==> src/rtl/vga_sync_decoder.sv <==
// rtl/vga_sync_decoder.sv - VGA sync decoder: rebuilds raster position, checks timing, declares lock,
// emits active-area pixel coordinates and latches the colour at a probe coordinate.
`timescale 1ns/1ps
module vga_sync_decoder #(
  parameter int H_TOTAL     = 800,
  parameter int V_TOTAL     = 525,
  parameter int H_ACT_START = 144,
  parameter int H_ACT_END   = 783,
  parameter int V_ACT_START = 35,
  parameter int V_ACT_END   = 514,
  parameter bit SYNC_ACTIVE = 1'b1,
  parameter int LOCK_FRAMES = 2
) (
  input  logic        clk,
  input  logic        rst_n,
  input  logic        pix_ce,
  input  logic        hsync_in,
  input  logic        vsync_in,
  input  logic [11:0] rgb_in,
  input  logic [9:0]  probe_x,
  input  logic [8:0]  probe_y,
  output logic [9:0]  h_pos,
  output logic [9:0]  v_pos,
  output logic        pixel_valid,
  output logic [9:0]  pix_x,
  output logic [8:0]  pix_y,
  output logic [11:0] pix_rgb,
  output logic        frame_start,
  output logic        locked,
  output logic        timing_err,
  output logic [7:0]  err_count,
  output logic [11:0] probe_rgb,
  output logic        probe_valid
);

  localparam logic [1:0] S_SEARCH = 2'd0;
  localparam logic [1:0] S_TRACK  = 2'd1;
  localparam logic [1:0] S_LOCKED = 2'd2;

  localparam int LW = $clog2(2 * H_TOTAL + 1);
  localparam int GW = (LOCK_FRAMES > 1) ? $clog2(LOCK_FRAMES + 1) : 1;

  localparam logic [9:0]    H_LAST     = 10'(H_TOTAL - 1);
  localparam logic [9:0]    V_LAST     = 10'(V_TOTAL - 1);
  localparam logic [9:0]    HA_START   = 10'(H_ACT_START);
  localparam logic [9:0]    HA_END     = 10'(H_ACT_END);
  localparam logic [9:0]    VA_START   = 10'(V_ACT_START);
  localparam logic [9:0]    VA_END     = 10'(V_ACT_END);
  localparam logic [8:0]    VA_START9  = 9'(V_ACT_START);
  localparam logic [LW-1:0] LOSS_LIMIT = LW'(2 * H_TOTAL);
  localparam logic [LW-1:0] LOSS_LAST  = LW'(2 * H_TOTAL - 1);
  localparam logic [GW-1:0] GOOD_LAST  = GW'(LOCK_FRAMES - 1);

  logic [1:0]    state;
  logic [GW-1:0] good_frames;
  logic          hs_r;
  logic          vs_h;
  logic          h_seen;
  logic          err_seen;
  logic [LW-1:0] lost_cnt;

  logic       hs_act, vs_act, h_edge, v_edge;
  logic       line_bad, frame_bad, err_now, sync_lost;
  logic       active, take_pix, probe_hit;
  logic [9:0] h_nxt, v_nxt;
  logic [8:0] y_rel;

  // Positions are decoded from the values being loaded this pix_ce, so pix_rgb,
  // pix_x/pix_y and h_pos/v_pos all describe the same sampled pixel.
  always_comb begin
    hs_act    = (hsync_in == SYNC_ACTIVE);
    vs_act    = (vsync_in == SYNC_ACTIVE);
    h_edge    = pix_ce & hs_act & ~hs_r;
    v_edge    = h_edge & vs_act & ~vs_h;
    line_bad  = h_edge & h_seen & (h_pos != H_LAST);
    frame_bad = v_edge & (v_pos != V_LAST);
    err_now   = (line_bad | frame_bad) & (state != S_SEARCH);
    sync_lost = pix_ce & ~h_edge & (lost_cnt == LOSS_LAST);

    h_nxt = h_pos;
    if (h_edge)
      h_nxt = '0;
    else if (pix_ce && h_pos != 10'h3FF)
      h_nxt = h_pos + 10'd1;

    v_nxt = v_pos;
    if (v_edge)
      v_nxt = '0;
    else if (h_edge && v_pos != 10'h3FF)
      v_nxt = v_pos + 10'd1;

    active    = (h_nxt >= HA_START) && (h_nxt <= HA_END) &&
                (v_nxt >= VA_START) && (v_nxt <= VA_END);
    take_pix  = pix_ce & locked & active;
    y_rel     = v_nxt[8:0] - VA_START9;
    probe_hit = pixel_valid & (pix_x == probe_x) & (pix_y == probe_y);
  end

  always_ff @(posedge clk or negedge rst_n) begin
    if (!rst_n) begin
      hs_r     <= 1'b0;
      vs_h     <= 1'b0;
      h_seen   <= 1'b0;
      lost_cnt <= '0;
      h_pos    <= '0;
      v_pos    <= '0;
    end else begin
      h_pos <= h_nxt;
      v_pos <= v_nxt;
      if (pix_ce)
        hs_r <= hs_act;
      if (h_edge)
        vs_h <= vs_act;
      if (h_edge)
        lost_cnt <= '0;
      else if (pix_ce && lost_cnt != LOSS_LIMIT)
        lost_cnt <= lost_cnt + LW'(1);
      if (sync_lost)
        h_seen <= 1'b0;
      else if (h_edge)
        h_seen <= 1'b1;
    end
  end

  always_ff @(posedge clk or negedge rst_n) begin
    if (!rst_n) begin
      state       <= S_SEARCH;
      good_frames <= '0;
      err_seen    <= 1'b0;
      locked      <= 1'b0;
      timing_err  <= 1'b0;
      frame_start <= 1'b0;
      err_count   <= '0;
    end else begin
      timing_err  <= err_now;
      frame_start <= v_edge;
      locked      <= (state == S_LOCKED);
      if (err_now && err_count != 8'hFF)
        err_count <= err_count + 8'd1;
      // An error on the closing V-edge belongs to the frame that just ended.
      err_seen <= v_edge ? 1'b0 : (err_seen | err_now);

      if (sync_lost) begin
        state       <= S_SEARCH;
        good_frames <= '0;
      end else begin
        case (state)
          S_SEARCH: begin
            if (v_edge) begin
              state       <= S_TRACK;
              good_frames <= '0;
            end
          end
          S_TRACK: begin
            if (err_now)
              good_frames <= '0;
            else if (v_edge && !err_seen) begin
              if (good_frames == GOOD_LAST)
                state <= S_LOCKED;
              else
                good_frames <= good_frames + GW'(1);
            end
          end
          S_LOCKED: begin
            if (err_now) begin
              state       <= S_TRACK;
              good_frames <= '0;
            end
          end
          default: state <= S_SEARCH;
        endcase
      end
    end
  end

  always_ff @(posedge clk or negedge rst_n) begin
    if (!rst_n) begin
      pixel_valid <= 1'b0;
      pix_x       <= '0;
      pix_y       <= '0;
      pix_rgb     <= '0;
      probe_valid <= 1'b0;
      probe_rgb   <= '0;
    end else begin
      pixel_valid <= take_pix;
      if (take_pix) begin
        pix_x   <= h_nxt - HA_START;
        pix_y   <= y_rel;
        pix_rgb <= rgb_in;
      end
      probe_valid <= probe_hit;
      if (probe_hit)
        probe_rgb <= pix_rgb;
    end
  end

endmodule

==> config.mk <==
export PLATFORM = sky130hd
export DESIGN_NAME = vga_sync_decoder
export DESIGN_NICKNAME = d
export VERILOG_FILES = /design/src/rtl/vga_sync_decoder.sv
export SDC_FILE = /design/constraint.sdc
export NUM_CORES = 1
export LEC_CHECK = 0
export CORE_UTILIZATION = 24
export CTS_BUF_LIST = sky130_fd_sc_hd__clkbuf_8
export CTS_CLUSTER_DIAMETER = 50
export DETAILED_ROUTE_END_ITERATION = 8
export DONT_BUFFER_PORTS = 1
export GPL_TIMING_DRIVEN = 0
export PLACE_DENSITY = 0.47
export REMOVE_ABC_BUFFERS = 1
export SKIP_LAST_GASP = 1
export SYNTH_ARGS = -nofsm -noshare
export SYNTH_HDL_FRONTEND = slang
export SYNTH_SLANG_ARGS = --single-unit
export TNS_END_PERCENT = 5
==> constraint.sdc <==
create_clock -name clk -period 9.82 [get_ports clk]
set_input_delay 2.946 -clock clk [delete_from_list [all_inputs] [get_ports clk]]
set_output_delay 2.946 -clock clk [all_outputs]
set_load 0.05 [all_outputs]
Yosys cells after proc, flatten, opt, wreduce, memory -nomap -nowiden:

Index checks and enable logic that the tools add are counted.

* add/sub/neg operators: 7
* order comparisons: 4
* eq/ne operators: 19
* multiplexer cells: 23
* bitwise logic cells: 19
* reductions and logical operators: 16

Operators with widths (count)
* $mux W10: 4
* $ne A10 B10 Y1 const B: 4
* $mux W2: 12
* $mux W11: 2
* $add A10 B1 Y10 const B: 2
* $le A10 B10 Y1 const B: 2
* $ne A3 B3 Y1 const B: 5
* $and A1 B1 Y1: 14
* $pmux W2 S3: 2
* $add A11 B1 Y11 const B: 1
* $eq A11 B11 Y1 const B: 1
* $ne A11 B11 Y1 const B: 1
* $eq A10 B10 Y1: 1
* $ge A10 B6 Y1 const B: 1
* $ge A10 B8 Y1 const B: 1
* $reduce_and A5 Y1: 2
* $sub A10 B8 Y10 const B: 1
* $eq A9 B9 Y1: 1
* $sub A9 B6 Y9 const B: 1
* $add A8 B1 Y8 const B: 1
* $logic_and A1 B1 Y1: 8
* $ne A4 B4 Y1 const B: 2
* $ne A8 B8 Y1 const B: 1
* $reduce_bool A2 Y1: 3
* 9 further kinds: 15

* register bits after elaboration: 95
* input bits: 36
* logic and storage cells: 107

Logic depth before layout (Yosys ltp):

* depth in word-level cells: 10
* gate-level depth with buffers: 13
* mapped depth without buffers: 12

Least setup slack after synthesis:

No wires, ideal clock.

* kind: input port to flip-flop
* start: input pix_ce
* end: register pix_x[0]
* setup time: 0.127 ns
* data arrival time: 5.549 ns
* data required time: 9.693 ns
* slack: 4.144 ns
* stages: 12
* path buffers: 2
* cells stage by stage: clkbuf_1 > inv_1 > a311o_1 > o21a_1 > o21ai_1 > ha_1 > o221ai_1 > o41ai_1 > a211oi_1 > a211oi_4 > buf_6 > mux2_1

* word-level cells in the longest chain between the ends: 9
* elaborated cells on any way between the ends: 20

RTL lines
* start, declared: line 16 `input logic pix_ce,`
* $and A1 B1 Y1 (2 in a row): line 73 `h_edge = pix_ce & hs_act & ~hs_r;`
* $and A1 B1 Y1 / $logic_and A1 B1 Y1 (equally long branches): line 74, 89
* $and A1 B1 Y1 / $mux W10 (equally long branches): line 74, 89
* $mux W10: line 87 `if (v_edge)`
* $ge A10 B6 Y1: line 93 `(v_nxt >= VA_START) && (v_nxt <= VA_END);`
* $logic_and A1 B1 Y1: line 92 `active = (h_nxt >= HA_START) && (h_nxt <= HA_END) &&`
* $logic_and A1 B1 Y1: line 93
* $and A1 B1 Y1 *: line 94 `take_pix = pix_ce & locked & active;`
* named net take_pix: line 64 `logic active, take_pix, probe_hit;`
* end signal, assigned: line 187 `pix_x <= h_nxt - HA_START;`
* end, declared: line 25 `output logic [9:0] pix_x,`

Mark *: on every way through the listed nets, which the timed path passes. The rest lies on a longest branch.
A chain may end at the register's enable or synchronous reset.

Final worst setup path:

* start: input hsync_in
* end: register pix_rgb[0]

* word-level cells in the longest chain between the ends: 9
* elaborated cells on any way between the ends: 16

RTL lines
* start, declared: line 17 `input logic hsync_in,`
* $and A1 B1 Y1 * (2 in a row): line 73
* $and A1 B1 Y1 / $logic_and A1 B1 Y1 (equally long branches): line 74, 89
* $and A1 B1 Y1 / $mux W10 (equally long branches): line 74, 89
* $mux W10 *: line 87
* named net v_nxt[8]: line 65 `logic [9:0] h_nxt, v_nxt;`
* $ge A10 B6 Y1: line 93
* $logic_and A1 B1 Y1: line 92
* $logic_and A1 B1 Y1 *: line 93
* $and A1 B1 Y1 *: line 94
* end signal, assigned: line 189 `pix_rgb <= rgb_in;`
* end, declared: line 27 `output logic [11:0] pix_rgb,`

Marks and branches as above.

==> results.py <==
metrics = {
    "run_status": {
        "status": "completed",
    },
    "sta": {
        "min_period_ns": 7.14,
        "fmax_ghz": 0.140,
        "tightest_slew_ns": 1.35,
        "fin_setup_tns_ns": 0,
        "max_slew_margin_pct": 10.1,
        "final_max_slew_viol_count": 0,
        "min_period_over_period_pct": 72.7,
        "rsz0062_at_grt": "no",
        "finClkSkew_ns": 0.00814,
        "fin_ws_ns": 2.68,
        "hold_viol": 0,
        "setup_viol": 0,
    },
    "synth": {
        "synth-seq-cells": 95,
        "synth-compound-area-share_pct": 11.6,
        "syn_area_sq_um": 5140,
        "synth-edff-count": 0,
        "synth.area.top_cells": "dfrtp_1 (46%), mux2_1 (6.1%), nand2_1 (4.6%), xnor2_1 (4.6%), xor2_1 (3.2%)",
        "async_flop_share_pct": 100,
        "synth_top_cell_area_share_pct": 46.2,
        "ys_top_cells_by_count": "dfrtp_1 (95), nand2_1 (63), nor2_1 (31)",
        "synth_area_per_cell_sq_um": 10.2,
        "synth_cells": 503,
        "synth_top_area_cell": "dfrtp_1",
        "yosysSeqAreaShare_pct": 46.2,
        "synth_ff_type": "dfrtp_1",
        "yosys.area_share.simple_pct": 20.2,
        "synthAdderAreaFrac_pct": 2.68,
        "synth_xor_area_share_pct": 7.84,
        "synth.area.mux_share_pct": 7.93,
        "synth_top_family_by_area": "simple AND/OR/NAND/NOR gates",
        "yosysUniqueCellTypes": 69,
        "synth.yosys.warnings": 0,
        "yosysMostFrequentCell": "dfrtp_1",
    },
    "worst_setup_path": {
        "crit_required_ns": 10.09,
        "r2r-start": "hs_r$_DFFE_PN0P_",
        "critPathMaxFanout": 30,
        "slowest_stage": "and3b_1",
        "critPathBufInv": 3,
        "cp-startpoint": "hsync_in",
        "path_class": "input port to register",
        "crit_path_cell_trace": "and3b_1 -> nand2_1 -> inv_1 -> nor3_1 -> nor4b_1 -> o2111ai_1 -> a211oi_4 -> buf_8 -> buf_8 -> mux2_1",
        "critPathLaunchType": "input port",
        "cp-end-kind": "register",
        "crit_path_max_incr_delay_ns": 1.06,
        "arrival_ns": 7.41,
        "cpMostUsedCell": "buf_8",
        "crit_family": "simple AND/OR/NAND/NOR gates",
    },
    "placed_design": {
        "dp_hpwl_mm": 10.2,
        "globalplace.congestion": 0.820,
        "portBuffers": 0,
        "post-place-ws_ns": 2.21,
        "dp.cells": 761,
        "placedInstanceArea_sq_um": 5410,
    },
    "finish": {
        "syn_to_final_growth_pct": 9.17,
        "n_antenna_cell": 0,
        "fin_nets": 544,
        "fin_area_sq_um": 5610,
        "drive_above_1_share_pct": 6.97,
        "nFillCells": 2199,
        "final_cells": 777,
    },
    "grt": {
        "grt_usage_pct": 12.7,
        "grt_pass1_wl_mm": 21.7,
        "grt_pass1_vias": 3862,
        "antenna_found_initial": 0,
        "grt_overflow": 0,
        "grt_max_degree": 96,
    },
    "drt": {
        "drt-total-wl_mm": 13.8,
        "wire_per_inst_um": 17.7,
        "vias": 3893,
        "drt_first_pass_iters": 4,
        "vias_per_cell": 5.01,
        "ant_nets": 0,
        "drt_iter0_drc": 189,
        "drcViolationCount": 0,
    },
    "die": {
        "start_util_pct": 24.5,
        "design.core.area_sq_um": 21000,
        "floorplan.rows": 53,
        "ios": 112,
        "dieArea_sq_um": 22000,
        "die_h_um": 148,
        "die_x_um": 148,
    },
    "power_and_ir_drop": {
        "cellLeakagePower_nw": 2.45,
        "powerDensity_nw_per_um2": 178,
        "peakVddDrop_mv": 0.0847,
    },
    "worst_hold_path": {
        "min_from": "vs_h$_DFFE_PN0N_",
        "hp-class": "register to register",
    },
    "clocking": {
        "clk_pin_slew_worst_paths_ns": 0.09,
        "ctsResizeCount": 0,
        "htreeDepth": 3,
        "root_buffer": "clkbuf_8",
        "cts_tree": "yes",
        "clock_latency_ns": 0.38,
        "post_cts_buffers": 0,
        "cts_hold_buf": 0,
        "cts_buffer_depth": 2,
        "cts_sinks": 95,
        "cts_made_buffers": 9,
    },
    "flow_run": {
        "maxCapViolCount": 0,
    },
}
metal layers:
layer | share of wire (%) | vias to the layer above | track usage [%]
met5 | 0 | - | 0
met3 | 6.7 | 12 | 4.29
met4 | 1.4 | 0 | 3.56
met1 | 44 | 1959 | 16.5
li1 | - | 1797 | -
met2 | 48 | 125 | 20.2
through the flow:
stage / power [mW] / utilization, % / hold WS, ns
after detailed placement: 0.746 / 25.8 / 0.491
after global placement: 0.741 / 25.6 / 0.484
final: 0.999 / 26.7 / 0.510
after global routing: 1.06 / 26.7 / 0.558
after floorplan: 0.690 / - / 0.460
after CTS: 1.01 / 26.7 / 0.512
report_power, final:
part           total (mW)  internal (mW)  switching [mW]
sequential          0.560          0.423           0.137
clock               0.261          0.113           0.148
combinational       0.178         0.0803          0.0978
worst register-to-register path, stage by stage (launching register included):
cell and delay [ns]:
dfrtp_1 0.41, and3b_1 1.13, nand2_1 0.45, inv_1 0.50
nor3_1 0.24, nor4b_1 0.52, o2111ai_1 0.28, a211oi_4 0.68
buf_8 0.23, buf_8 0.16, mux2_1 0.34
placed cells by master (no fill, tap or decap), types with 11 or more instances in the layout:
cell type and instances:
inv_1 21, nand2_1 63, xnor2_1 27, clkbuf_8 12, xor2_1 19, ha_1 11, nor3_1 17, nand3_1 14
nor2_1 31, nand4_1 11, dfrtp_1 95, mux2_1 28
final cells by class:
type | instances | area [sq um] | area share (%)
multi-input cells | 368 | 2590 | 46.1
clock inverters | 4 | 28.8 | 0.513
clock buffers | 12 | 165 | 2.94
inverters | 21 | 78.8 | 1.40
flip-flops and latches | 95 | 2380 | 42.4
repair buffers | 2 | 30.0 | 0.535
well taps | 275 | 344 | 6.13
cells by family (layout without fill, tap and decap cells):
kind of cell,Yosys count,after routing
compound gates,75,75
xor+xnor,46,46
fa+ha+maj,11,11
buf+inv,40,39
flops,95,95
mux,37,37
simple gates,199,199
path summary, 6_finish.rpt:
kind	to	slack, ns	cells after the start
setup / recovery	pix_rgb[0]$_DFFE_PN0P_	2.68	10
hold / removal	vs_h$_DFFE_PN0N_	0.51	2
setup reg to reg	pix_rgb[0]$_DFFE_PN0P_	4.76	10
hold reg to reg	vs_h$_DFFE_PN0N_	0.51	2
max in group asynchronous	good_frames[0]$_DFFE_PN0P_	7.43	0
min in group asynchronous	pix_rgb[1]$_DFFE_PN0P_	2.25	0
sequential cells by signal, indices dropped and copies added (netlist names), 8 cells and up:
register and count:
v_pos 10, probe_rgb 12, h_pos 10, err_count 8
pix_y 9, pix_x 10, lost_cnt 11, pix_rgb 12
Note: power is estimated with default switching activity, not from simulation.
